[src/rtl/seq_divider.sv]
// Sequential restoring divider: one quotient bit per cycle, then a sign-fix cycle.
// Define DIVIDER_SIGNED_EN for two's-complement operands; by default operands are unsigned.
module seq_divider #(
  parameter int WIDTH = 32
) (
  input  logic             clk,
  input  logic             rst,
  input  logic             start,
  input  logic [WIDTH-1:0] A,
  input  logic [WIDTH-1:0] B,
  output logic             busy,
  output logic             done,
  output logic [WIDTH-1:0] Q,
  output logic [WIDTH-1:0] R,
  output logic             dbz
);

  localparam int CNT_W = $clog2(WIDTH + 1);
  localparam logic [CNT_W-1:0] LAST_ITER = CNT_W'(WIDTH - 1);

  typedef enum logic [1:0] {IDLE, CALC, FIX, DONE} state_t;

  state_t           state, state_nx;
  logic [CNT_W-1:0] cnt;
  logic [WIDTH-1:0] rem;      // partial remainder; always below the divisor
  logic [WIDTH-1:0] quo;      // dividend bits shift out as quotient bits shift in
  logic [WIDTH-1:0] dvs;
  logic             neg_q, neg_r;

  logic             a_neg, b_neg;
  logic [WIDTH-1:0] a_mag, b_mag;
  logic [WIDTH:0]   shifted, diff;

`ifdef DIVIDER_SIGNED_EN
  assign a_neg = A[WIDTH-1];
  assign b_neg = B[WIDTH-1];
`else
  assign a_neg = 1'b0;
  assign b_neg = 1'b0;
`endif

  // Magnitude of the most-negative value still fits as an unsigned WIDTH-bit number.
  assign a_mag = a_neg ? -A : A;
  assign b_mag = b_neg ? -B : B;

  assign shifted = {rem, quo[WIDTH-1]};
  assign diff    = shifted - {1'b0, dvs};

  always_ff @(posedge clk) begin
    if (rst) state <= IDLE;
    else     state <= state_nx;
  end

  // NOTE: every output of this block gets a default first so no path leaves it unassigned (no latches).
  always_comb begin
    state_nx = state;
    busy     = 1'b0;
    done     = 1'b0;
    case (state)
      IDLE: if (start) state_nx = (B == '0) ? DONE : CALC;
      CALC: begin
        busy = 1'b1;
        if (cnt == LAST_ITER) state_nx = FIX;
      end
      FIX: begin
        busy     = 1'b1;
        state_nx = DONE;
      end
      DONE: begin
        done     = 1'b1;
        state_nx = IDLE;
      end
      default: state_nx = IDLE;
    endcase
  end

  // NOTE: registers use non-blocking assignments so every flop samples pre-edge values.
  always_ff @(posedge clk) begin
    if (rst) begin
      cnt   <= '0;
      rem   <= '0;
      quo   <= '0;
      dvs   <= '0;
      neg_q <= 1'b0;
      neg_r <= 1'b0;
      Q     <= '0;
      R     <= '0;
      dbz   <= 1'b0;
    end else begin
      case (state)
        IDLE: begin
          if (start) begin
            cnt   <= '0;
            rem   <= '0;
            quo   <= a_mag;
            dvs   <= b_mag;
            neg_q <= a_neg ^ b_neg;
            neg_r <= a_neg;
            if (B == '0) begin
              Q   <= '1;
              R   <= A;
              dbz <= 1'b1;
            end
          end
        end
        CALC: begin
          // Restore by keeping the shifted value when the trial subtraction borrows.
          rem <= diff[WIDTH] ? shifted[WIDTH-1:0] : diff[WIDTH-1:0];
          quo <= {quo[WIDTH-2:0], ~diff[WIDTH]};
          cnt <= cnt + CNT_W'(1);
        end
        FIX: begin
          Q   <= neg_q ? -quo : quo;
          R   <= neg_r ? -rem : rem;
          dbz <= 1'b0;
        end
        default: ;
      endcase
    end
  end

endmodule

[config.mk]
export PLATFORM = sky130hd
export DESIGN_NAME = seq_divider
export DESIGN_NICKNAME = d
export VERILOG_FILES = /design/src/rtl/seq_divider.sv
export SDC_FILE = /design/constraint.sdc
export NUM_CORES = 1
export LEC_CHECK = 0
export ABC_AREA = 1
export BUFFER_PORTS_ARGS = -buffer_cell sky130_fd_sc_hd__buf_2
export CORE_ASPECT_RATIO = 0.75
export CORE_MARGIN = 2
export CORE_UTILIZATION = 60
export CTS_BUF_LIST = sky130_fd_sc_hd__clkbuf_8
export DETAILED_ROUTE_END_ITERATION = 8
export PLACE_DENSITY = 0.84
export SYNTH_ARGS = -nofsm -noshare
export SYNTH_HDL_FRONTEND = slang
export SYNTH_SLANG_ARGS = --single-unit
export TNS_END_PERCENT = 100
[constraint.sdc]
create_clock -name clk -period 2.4 [get_ports clk]
set_input_delay 0.48 -clock clk [delete_from_list [all_inputs] [get_ports clk]]
set_output_delay 0.48 -clock clk [all_outputs]
set_load 0.005 [all_outputs]
==> flow_summary_export.csv <==
group,metric,value,unit
run_status,status,"finished with violations",
run_status,violations,"negative setup slack",
flow_run,drv_cap,0,
logic_synthesis,synth-edff-count,0,
clock_network,clockRootBuffer,"clkbuf_8",
layout,area_growth,17.1,%
logic_synthesis,synth_top_flop_cell,"dfxtp_1",
placement,dpl.hpwl,20900,um
setup_path,startpoint_type,"register",
hold_path,min-delay-start,"A[13]",
routing,top_layer,"met4",
setup_path,path_cells,"inv_2, ha_2, inv_2, fa_2, nand2_2, nand2_2, nand3_2, nand2_2, nand2_2, nand2_4, nand2_8, nand2_8, nand2_8, buf_12, nand2_8, nand2_1, nand3_2, a21oi_1",
timing,fmax,414,MHz
clock_network,numCtsBuffers,17,
clock_network,htreeDepth,4,
die,start_util,0.620,
hold_path,hold_class,"in -> reg",
setup_path,startpoint,"quo[31]",
routing,firstDrtPassIters,8,
placement,dp_cells,1867,
timing,slew-limit-headroom,0.374,
timing,timing.final.ws_setup,-0.0140,ns
setup_path,required,2.80,ns
setup_path,cp.arrival,2.82,ns
logic_synthesis,synth_nets,1676,
global_routing,track_usage,0.320,
logic_synthesis,ys_types,42,
routing,drc,0,
routing,first_iter_violations,1170,
setup_path,slowest_delay,0.41,ns
layout,n_antenna_cell,0,
routing,viasPerCell,5.58,
power_and_ir_drop,ir_drop,0.801,mV
timing,tightestPinTransition,0.939,ns
routing,vias,10657,
setup_path,timing.rr.start,"quo[31]",
die,core,0.0162,mm2
timing,finalCritPeriodShare,1.01,
timing,slew_violations,0,
die,die_y,116,um
placement,io_buffers,133,
global_routing,antenna_found_initial,0,
global_routing,grt_start_max_net_pins,79,
clock_network,clockBufferDepth,2,
clock_network,clk_latency,0.48,ns
logic_synthesis,ys_ff_latch,169,
routing,wl_met3,2790,um
logic_synthesis,netlist_area,0.0100,mm2
layout,drive_gt1_frac,0.199,
clock_network,clkSlewWorstSetupHoldPaths,0.10,ns
routing,wl_met1,13400,um
clock_network,holdBufCountCts,0,
layout,fin_cells,1911,
timing,finClkSkew,0.0107,ns
logic_synthesis,synth_cells,1571,
die,pin_count,134,
routing,dr_wl_met2,13300,um
logic_synthesis,seq_area_frac_synth,0.337,
routing,antenna_left,0,
placement,gp_congestion,0.936,
setup_path,worst_path_max_delay_cell,"fa_2",
setup_path,critPathKind,"reg -> reg",
logic_synthesis,yosys_warnings,0,
timing,finalSetupViolations,1,
global_routing,grt-ovfl-total,0,
power_and_ir_drop,power_density,957,mW/mm2
timing,rsz0062_at_grt,"yes",
setup_path,critPathCaptureType,"register",
die,dieArea,0.0178,mm2
layout,finalInstanceArea,0.0118,mm2
logic_synthesis,synthArstFlopShare,0,
global_routing,grt_pass1_vias,9240,
layout,nets,1793,
setup_path,worstPathMaxFanout,8,
die,die_w,153,um
routing,wl_per_cell,15.8,um
placement,dpl_cell_area,0.0109,mm2
layout,fin_util,0.725,
timing,period_minus_slack,2.41,ns
timing,hold_viol_final,0,
clock_network,clock_sinks,169,
power_and_ir_drop,p_leak,0.00581,uW
clock_network,cts_tree,"done",
logic_synthesis,avgSynthCellArea,6.39,um2
die,num_rows,40,
global_routing,grt_pass1_wl,45900,um
routing,wl,30200,um
==> synth_stat cells (16+ instances only) <==
cell      count  area, um2
a31oi_1      31        194
nor2_1      123        462
o21ai_0     148        741
nand2_1     470       1760
a21oi_1     107        536
nand3_1      48        240
nand2_2      29        181
ha_1         37        463
inv_1       217        815
clkbuf_1     52        195
a21oi_2      16        140
dfxtp_1     169       3380
==> worst max-delay path: cells and delay by family (launching register included) <==
| kind | cells | cell delay [ns] |
|---|---|---|
| adders and majority gates | 2 | 0.58 |
| AOI/OAI and AO/OA | 1 | 0.13 |
| and+or+nand+nor | 12 | 1.09 |
| DFF | 1 | 0.34 |
| buffers and inverters | 3 | 0.22 |
==> logic make-up (layout without fill, tap and decap cells) <==
kind of cell	count (synthesis)	count (layout)	share of synthesized area
DFF	169	169	0.337
buffers and inverters	302	426	0.118
adders and majority gates	38	38	0.0481
AOI/OAI and AO/OA	316	316	0.170
and+or+nand+nor	730	736	0.313
xor gates and xnor gates	16	16	0.0139
==> sequential cells by signal (all words and copies together) (netlist names) <==
register,flops
dvs,32
rem,32
R,32
cnt,6
dbz,1
state,2
quo,32
Q,32
==> worst paths after layout <==
check | end | slack (ns) | cells past startpoint
max | rem[10] | -0.01 | 18
min | quo[13] | 0.28 | 3
max reg2reg | rem[10] | -0.01 | 18
min reg2reg | dvs[26] | 0.46 | 2
==> cell type report <==
| type | instances | area, um2 |
|---|---|---|
| clock buffer | 17 | 234 |
| timing repair buffer | 166 | 1040 |
| tap | 210 | 263 |
| clock inverter | 15 | 170 |
| multi-input combinational | 1106 | 5810 |
| fill | 1342 | 4450 |
| sequential | 169 | 3390 |
| inverter | 228 | 856 |
==> timing repair <==
action | CTS | global route
setup buffers | 0 | 6
endpoints found under the setup margin | 23 | 94
endpoints found under the hold margin | 0 | 0
resized for setup | 4 | 58
gates cloned | 1 | 5
pin swaps | 1 | 16
==> report_power, final <==
group	switching, uW	leakage [uW]	internal [uW]
registers	357	0.00138	3450
clock network	1300	0.000202	796
logic	3600	0.00422	1750
total	5260	0.00581	6000
==> metrics by stage <==
step                      hold slack, ns  setup TNS [ns]  setup WS, ns  total power [uW]
after floorplan                    0.433               0         0.217              7230
after global placement             0.444               0        0.0905              8710
after detailed placement           0.450          -0.208       -0.0473              8830
after CTS                          0.252               0       0.00165             10900
after global routing               0.258           -1.01       -0.0704             12000
final                              0.277         -0.0140       -0.0140             11300
==> cell usage in the layout, fill, tap and decap left out, types with 7 or more instances in the layout <==
cell and count:
buf_12 10, o21ai_1 7, inv_2 15, o21ai_0 148
nor2_1 114, nor2_2 10, nand3_1 45, clkbuf_8 17
a21oi_1 107, nand2_2 46, xor2_1 11, nand3_2 16
nand2_8 11, a31oi_1 31, a21oi_2 16, inv_8 7
nand4_1 12, inv_1 212, ha_1 29, buf_4 23
buf_2 133, nand2_1 450, dfxtp_1 165
==> routing by layer <==
layer,vias up,track usage
met5,-,0
met1,4846,0.452
met2,538,0.513
li1,5209,-
met4,0,0.0924
met3,64,0.0501
Note: power is estimated with default switching activity, not from simulation.
